`config.mk`:
```
export PLATFORM = sky130hd
export DESIGN_NAME = idprom_reader
export DESIGN_NICKNAME = d
export VERILOG_FILES = /design/src/rtl/idprom_reader.sv
export SDC_FILE = /design/constraint.sdc
export NUM_CORES = 1
export LEC_CHECK = 0
export ABC_CLOCK_PERIOD_IN_PS = 3510
export CAP_MARGIN = 40
export CORE_UTILIZATION = 57
export DETAILED_ROUTE_END_ITERATION = 7
export MAX_ROUTING_LAYER = met4
export PLACE_DENSITY = 0.86
export SETUP_SLACK_MARGIN = 0.02
export SYNTH_ARGS = -nofsm -noshare
export SYNTH_HDL_FRONTEND = slang
export SYNTH_SLANG_ARGS = --single-unit
```
`constraint.sdc`:
```
create_clock -name clk -period 3.51 [get_ports clk]
set_input_delay 0.5265 -clock clk [delete_from_list [all_inputs] [get_ports clk]]
set_output_delay 0.5265 -clock clk [all_outputs]
set_load 0.05 [all_outputs]
```
`src/rtl/idprom_reader.sv`:
```
// Boot-time sequencer for a 32x8 tri-state ID PROM. It latches the 16 defined bytes,
// checks the format byte and the XOR checksum, and presents the decoded fields.
module idprom_reader #(
    parameter int unsigned WAIT_CYCLES = 2,     // PROM access time in clocks, 0..15
    parameter logic [7:0]  FORMAT_ID   = 8'h01
) (
    input  logic        clk,
    input  logic        reset_n,
    input  logic        start,
    output logic [4:0]  prom_a,
    output logic        prom_s_n,
    input  logic [7:0]  prom_q,
    output logic        busy,
    output logic        done,
    output logic        valid,
    output logic        fmt_err,
    output logic        chk_err,
    output logic [7:0]  machine_type,
    output logic [47:0] eth_addr,
    output logic [31:0] date,
    output logic [23:0] serial,
    input  logic [3:0]  rd_addr,
    output logic [7:0]  rd_data
);

    typedef enum logic [2:0] {
        S_IDLE,
        S_SETUP,
        S_WAIT,
        S_CAPTURE,
        S_CHECK,
        S_DONE
    } state_t;

    localparam bit         HAS_WAIT  = (WAIT_CYCLES != 0);
    localparam logic [3:0] WAIT_LOAD = HAS_WAIT ? 4'(WAIT_CYCLES - 1) : 4'd0;

    state_t      state;
    state_t      state_nx;
    logic        accept;
    logic [3:0]  index;
    logic [3:0]  wait_cnt;
    logic [7:0]  acc;
    logic [7:0]  store [16];

    always_ff @(posedge clk or negedge reset_n) begin
        if (!reset_n) begin
            state <= S_IDLE;
        end else begin
            state <= state_nx;
        end
    end

    // Select and busy decode straight from the state register, so an asynchronous
    // reset releases the PROM bus without waiting for a clock.
    always_comb begin
        // NOTE: every output of this block gets a default first; a missing branch would infer a latch.
        state_nx = state;
        accept   = 1'b0;
        prom_s_n = 1'b1;
        busy     = 1'b0;
        done     = 1'b0;
        case (state)
            S_IDLE, S_DONE: begin
                done = (state == S_DONE);
                if (start) begin
                    accept   = 1'b1;
                    state_nx = S_SETUP;
                end
            end
            S_SETUP: begin
                prom_s_n = 1'b0;
                busy     = 1'b1;
                state_nx = HAS_WAIT ? S_WAIT : S_CAPTURE;
            end
            S_WAIT: begin
                prom_s_n = 1'b0;
                busy     = 1'b1;
                if (wait_cnt == 4'd0) begin
                    state_nx = S_CAPTURE;
                end
            end
            S_CAPTURE: begin
                prom_s_n = 1'b0;
                busy     = 1'b1;
                state_nx = (index == 4'd15) ? S_CHECK : S_SETUP;
            end
            S_CHECK: begin
                busy     = 1'b1;
                state_nx = S_DONE;
            end
            default: state_nx = S_IDLE;
        endcase
    end

    // NOTE: the byte store is reset on purpose so every field and rd_data read zero after reset.
    always_ff @(posedge clk or negedge reset_n) begin
        if (!reset_n) begin
            index    <= 4'd0;
            wait_cnt <= 4'd0;
            acc      <= 8'd0;
            fmt_err  <= 1'b0;
            chk_err  <= 1'b0;
            for (int i = 0; i < 16; i++) begin
                store[i] <= 8'd0;
            end
        end else begin
            if (accept) begin
                index   <= 4'd0;
                acc     <= 8'd0;
                fmt_err <= 1'b0;
                chk_err <= 1'b0;
            end
            if (state == S_SETUP) begin
                wait_cnt <= WAIT_LOAD;
            end
            if (state == S_WAIT) begin
                wait_cnt <= wait_cnt - 4'd1;
            end
            if (state == S_CAPTURE) begin
                store[index] <= prom_q;
                // Byte 15 is the checksum itself and stays out of the accumulator.
                if (index != 4'd15) begin
                    acc   <= acc ^ prom_q;
                    index <= index + 4'd1;
                end
            end
            if (state == S_CHECK) begin
                fmt_err <= (store[0] != FORMAT_ID);
                chk_err <= (acc != store[15]);
            end
        end
    end

    // Index only advances at the CAPTURE->SETUP edge, so the address is stable in each window.
    assign prom_a       = {1'b0, index};
    assign valid        = done & ~fmt_err & ~chk_err;
    assign machine_type = store[1];
    assign eth_addr     = {store[2], store[3], store[4], store[5], store[6], store[7]};
    assign date         = {store[8], store[9], store[10], store[11]};
    assign serial       = {store[12], store[13], store[14]};
    assign rd_data      = store[rd_addr];

endmodule

```
======== Word-level counts from Yosys, hierarchy flattened ========
Index checks and enable logic that the tools add are counted.
word-level totals
  flip-flop bits (word level) ............. 149
  output and inout bits ................... 131
  logic and storage cells ................. 80
operators by class
  reduce and logical (&&, ||, !) cells .... 9
  muxes and demuxes ....................... 26
  magnitude comparators ................... 3
  add/sub/neg operators ................... 2
  equality and inequality tests ........... 11
  bitwise gates (word level) .............. 7
operators by type and width
  operator                                                    count
  bitwise mux 128 bit                                         1
  2-to-1 mux 8 bit                                            6
  binary-select mux 8 bit (select 4 bit)                      1
  demux 8 bit (select 4 bit)                                  1
  2-to-1 mux 4 bit                                            5
  one-hot mux 3 bit (5 select lines)                          1
  >= comparator 5 bit, second input constant                  2
  NOT 4 -> 5 bit                                              2
  2-to-1 mux 3 bit                                            3
  2-to-1 mux 1 bit                                            8
  != test 8 x 1 -> 1 bit, second input constant               1
  != test 8 bit                                               1
  bitwise XOR 8 bit                                           1
  == test 3 x 2 -> 1 bit, second input constant               2
  == test 3 bit, second input constant                        2
  less-than comparator 5 x 1 -> 1 bit, second input constant  1
  adder 4 x 1 -> 4 bit, second input constant                 1
  == test 4 bit, second input constant                        1
  logical NOT 4 bit                                           1
  != test 2 bit, second input constant                        2
  != test 4 bit, second input constant                        1
  nonzero test 2 bit                                          2
  OR reduction 4 bit                                          1
  subtractor 4 x 1 -> 4 bit, second input constant            1
  other kinds (8)                                             10

======== Longest topological paths before layout ========
  depth after elaboration ................. 6
  depth in mapped cells ................... 7
  mapped depth without buffers ............ 5

======== Worst setup path after synthesis ========
Ideal clock, no wire load.
  kind .................................... reg-to-output
  from .................................... register state[1]
  to ...................................... output valid
  stages on the path, launching flop included .. 5
  arrival time ............................ 2328 ps
  setup slack ............................. 656 ps
  path buffers ............................ 1
  path through ............................ dfrtp_1 -> buf_6 -> nor2b_1 -> and2_1 -> nor3b_1
on the way
  longest elaborated chain between the ends .. 5
  elaborated cells on any way between the ends .. 6
  classes of those cells .................. eq/ne: 1; mux: 1; bitwise: 2; reduce/logical: 2
RTL lines
  element                                                    RTL line  RTL
  start, declared                                            38        state_t state;
  start signal, assigned                                     50        state <= state_nx;
  == test 3 bit / logical NOT 3 bit (equally long branches)  63, 65
  OR reduction 2 bit                                         63        case (state)
  2-to-1 mux 1 bit (*)                                       63
  named net done                                             14        output logic done,
  bitwise AND 1 bit (*) (2 in series)                        137       assign valid = done & ~fmt_err & ~chk_err;
  end, declared                                              15        output logic valid,
The timed path passes the listed nets; every way through them passes the cells marked *.

======== Worst setup path in the final report ========
  from .................................... register state[2]
  to ...................................... output valid
on the way
  longest elaborated chain between the ends .. 5
  elaborated cells on any way between the ends .. 6
  classes of those cells .................. eq/ne: 1; mux: 1; bitwise: 2; reduce/logical: 2
RTL lines
  element                                                    RTL line
  == test 3 bit / logical NOT 3 bit (equally long branches)  63, 65
  OR reduction 2 bit                                         63
  2-to-1 mux 1 bit (*)                                       63
  bitwise AND 1 bit (*) (2 in series)                        137
Mark *: on every way between the ends. The rest lies on a longest branch, timed or not.

==> flow_results.org <==
** Power
- In this run the power spent charging and discharging nets is 0.00308 W.
- Registers are responsible for 34.9% of the overall power.
- Switching Fraction :: 41.4%
- The clock network is responsible for between 20 and 25% of the overall power.
- The analysis attributes to cell leakage a power of approximately 4 nW.
- The worst-case IR drop observed on VDD is 552 uV.
- Cell internal power was estimated by the tool at 0.00436 W.
- For this design the ratio of total power to cell area is 800 nW/um^2.
- Proportion of power drawn by combinational gates :: 42.9%

** Die
- The initialized floorplan defines 43 standard-cell rows.
- Once the floorplan was initialized, standard cells occupied about three fifths of the core.
- DIE AREA :: 14600 sq um
- Floorplan die height :: 121 microns
- From left edge to right edge, the die measures 121 microns.
- In this run the standard cell core region covers 13800 sq um.
- I/O pins :: 146

** Clocking
- Insertion delay to the later sink of the worst-skew pair :: 0.43 ns
- In this run, post-CTS hold repair placed 0 buffers.
- The clock passes through at most 2 buffers.
- Cell at the root of the clock tree :: sky130_fd_sc_hd__clkbuf_16
- Post-CTS setup buffer count :: 0
- Number of instances resized during post-cts repair :: 0
- CTS built an H-tree with a depth of 4.
- Clock edge transition at the registers on the reported setup and hold paths :: 0.06 ns
- Clock sinks :: 149
- TritonCTS created 17 clock buffers.
- TritonCTS built the clock tree.

** Hold path
- Kind of path behind the tightest hold check :: input pin to async pin

** STA
- Final Max Slew Viols :: 0
- Final critical path time including I/O delays and setup :: 3.06 ns
- The worst pin sits at a relative slew slack of 44.6%.
- Hold Vio Cnt, Final :: 0
- The final critical path takes up between 80% and 90% of the cycle.
- Least-Margin Pin Slew :: 0.828 ns
- Unrepaired setup endpoints after global routing :: no
- Summed over all failing endpoints, the final setup total negative slack is 0 ns.
- Setup violations remaining at the end of the flow were counted as 0.
- Max Freq :: ~330 MHz
- For the final database, setup skew stands at approximately 0.006 ns.

** Detailed routing
- The routed design has about 19000 microns of wire.
- Via count normalized by instance count :: between 6 and 7
- For this block, the initial DRC count from the detailed router was 479.
- The detail route stage leaves a number of antenna-violating nets equal to 0.
- For this run, the detailed router's first-pass iteration total came to 5.
- Across all layers, the routed design uses 5030 vias.
- For this run, design rule violations remaining after detail routing come to 0.
- Per-cell routed wire length :: 23.2 microns

** Synthesis
- The most used flip-flop cell after synthesis is sky130_fd_sc_hd__dfrtp_1.
- In this run, distinct cell masters in the synthesized netlist total about 50.
- Number of warnings printed during yosys synthesis :: 0
- Total of flip-flops plus latches after synthesis :: ~150
- For this run, the register share of the synthesized area comes to 46.3%.
- Yosys mapped a number of flops with a built-in enable equal to 0.
- Of all flip-flops after synthesis, the portion carrying an async set or reset was 100%.
- Netlist area before placement :: 8060 sq um
- Synthesized instance count :: 612
- Post-synthesis average cell area :: 13.2 sq um
- Synthesized net count :: 633

** Global route
- The first global-routing pass estimated around 30000 microns of wire.
- Grt peak-use layer :: met2
- Grt met3 use :: 6.16%
- For this run, global-route usage on met1 was measured as 39.9%.
- Overall Global Routing Usage :: 29.0%
- GR Overflow Total :: 0
- The number of antenna violations at the first check in global routing came to 0.
- In the global route stage, met2 resource usage came out at 42.8%.
- Number of global-route vias before repair :: 5054
- Entering global routing, the biggest net connects 85 pins.

** Placed design
- Detailed placement finished with a half-perimeter wire length of 13300 microns.
- Number of input and output port buffers inserted :: 144
- Placed cell count :: 798
- Weighted congestion reported at the end of routability-driven placement :: 0.915

** Critical path
- Critical path arrival :: about 2.5 ns
- STA classifies the critical path startpoint as a flip-flop.
- In this run the worst setup path terminates at valid.
- STA classifies the critical path endpoint as an output pin.
- The worst register-to-register path ends at date[28].
- Reg-to-Reg Start :: state[0]
- Flop2flop setup slack :: 1.00 ns
- Origin of the worst setup path :: state[2]
- In this run the worst path has a maximum fanout of 17.
- By startpoint and endpoint, the worst setup path is classified as flip-flop to output pin.
- Path depth of the worst reg2reg path :: 4
- At the worst endpoint, the required time is 2.98 ns.

** Status
- Outcome :: finished, final reports clean

** Final layout
- For this run, the number of standard cells in the final layout without fillers is slightly above 800.
- Of the cells placed in the final design, the portion with a size suffix greater than 1 is 30.4%.
- Antenna Cells :: 0
- After the last flow step, the layout net total stands at 658.
- Area Growth Syn to Fin :: 15.3%

** Job
- Max-cap violations in this run came to 0.
worst max-delay path, stage by stage, from the launching register on:
cell and delay [ns]:
sky130_fd_sc_hd__dfrtp_1 0.64, sky130_fd_sc_hd__nor2b_1 0.29, sky130_fd_sc_hd__and2_1 0.17, sky130_fd_sc_hd__nor3b_1 0.18
sky130_fd_sc_hd__clkdlybuf4s50_1 0.83
layout make-up:
cell class | count | area (sq um)
clock inverters | 3 | 17.5
flip-flops and latches | 149 | 3730
multi-input cells | 313 | 3290
clock buffers | 28 | 517
fillers | 953 | 4530
well taps | 180 | 225
repair buffers | 151 | 1500
inverters | 5 | 18.8
kinds of logic (layout without fill, tap and decap cells):
| logic type | count (synthesis) | count (layout) | share of synthesized area (%) |
|---|---|---|---|
| AOI/OAI and AO/OA | 42 | 42 | 3.43 |
| xor gates and xnor gates | 16 | 16 | 1.74 |
| adders and majority gates | 6 | 6 | 0.932 |
| buffers and inverters | 150 | 187 | 12.9 |
| DFF | 149 | 149 | 46.3 |
| muxes | 164 | 164 | 27.7 |
| other | 1 | 1 | 0.0465 |
| and+or+nand+nor | 84 | 84 | 6.97 |
synthesized netlist by cell type, drive strengths merged (4+ instances only):
library cell / instances / area [sq um]
a21oi: 9 / 45.0
mux2: 129 / 1480
xnor2: 11 / 96.3
buf: 130 / 963
inv: 4 / 15.0
nor3: 5 / 30.0
mux4: 32 / 721
clkbuf: 15 / 57.6
ha: 6 / 75.1
xor2: 5 / 43.8
nor2b: 6 / 37.5
a22oi: 17 / 128
dfrtp: 149 / 3730
nand3: 9 / 75.1
nand2: 22 / 106
nor2: 22 / 176
and2: 4 / 25.0
o21ai: 8 / 40.0
power by group through the flow:
stage	Sequential [W]	Combinational [W]	Clock, W
floorplan	0.00246	0.00271	0
global placement	0.00258	0.00310	0
detailed placement	0.00260	0.00317	0
CTS	0.00258	0.00320	0.00166
global route	0.00264	0.00334	0.00174
finish	0.00259	0.00319	0.00166
how the worst min path moves through the flow:
| stage | start | to | slack [ns] | cells past startpoint |
|---|---|---|---|---|
| 6_report | reset_n | store[122] | 0.16 | 1 |
| 2_1_floorplan | reset_n | acc[0] | 0.23 | 0 |
| 3_5_place_dp | acc[0] | acc[0] | 0.50 | 1 |
| 4_1_cts | reset_n | eth_addr[35] | 0.19 | 1 |
| 3_3_place_gp | acc[0] | acc[0] | 0.49 | 1 |
| 5_1_grt | reset_n | eth_addr[21] | 0.22 | 1 |
registers in the layout, indices dropped and copies added, names as in the netlist:
signal / flops
serial: 24
index: 4
machine_type: 8
state: 3
wait_cnt: 4
store: 16
date: 32
acc: 8
chk_err: 1
fmt_err: 1
eth_addr: 48
layer usage:
layer	share of wire [%]	routed length [microns]
met1	43	8180
met4	2.5	487
met3	7.4	1420
met5	0	0
met2	47	9100
layout by cell type (no fill, tap or decap), types with 4 or more instances in the layout:
master,n
sky130_fd_sc_hd__nor2_4,6
sky130_fd_sc_hd__nor3_1,4
sky130_fd_sc_hd__mux4_2,32
sky130_fd_sc_hd__clkdlybuf4s50_1,134
sky130_fd_sc_hd__clkbuf_8,5
sky130_fd_sc_hd__nand3_1,6
sky130_fd_sc_hd__dfrtp_1,149
sky130_fd_sc_hd__clkbuf_16,17
sky130_fd_sc_hd__and2_1,4
sky130_fd_sc_hd__nand2_1,18
sky130_fd_sc_hd__xor2_1,5
sky130_fd_sc_hd__xnor2_1,11
sky130_fd_sc_hd__nor2b_1,6
sky130_fd_sc_hd__buf_4,13
sky130_fd_sc_hd__mux2_2,96
sky130_fd_sc_hd__mux2_4,8
sky130_fd_sc_hd__mux2_1,25
sky130_fd_sc_hd__a21oi_1,9
sky130_fd_sc_hd__ha_1,6
sky130_fd_sc_hd__o21ai_0,8
sky130_fd_sc_hd__clkbuf_1,6
sky130_fd_sc_hd__a22oi_1,17
sky130_fd_sc_hd__inv_1,4
sky130_fd_sc_hd__nor2_1,13
through the flow:
stage | worst slack, ns | hold WS [ns] | total power (W) | utilization (%) | instance area (sq um)
global placement | 0.683 | 0.486 | 0.00568 | 63.3 | 8760
global route | 0.254 | 0.218 | 0.00772 | 67.2 | 9290
floorplan | 0.656 | 0.231 | 0.00517 | - | 8060
detailed placement | 0.642 | 0.496 | 0.00577 | 63.3 | 8760
CTS | 0.412 | 0.186 | 0.00744 | 67.2 | 9290
finish | 0.446 | 0.161 | 0.00744 | 67.2 | 9290
Note: power is estimated with default switching activity, not from simulation.
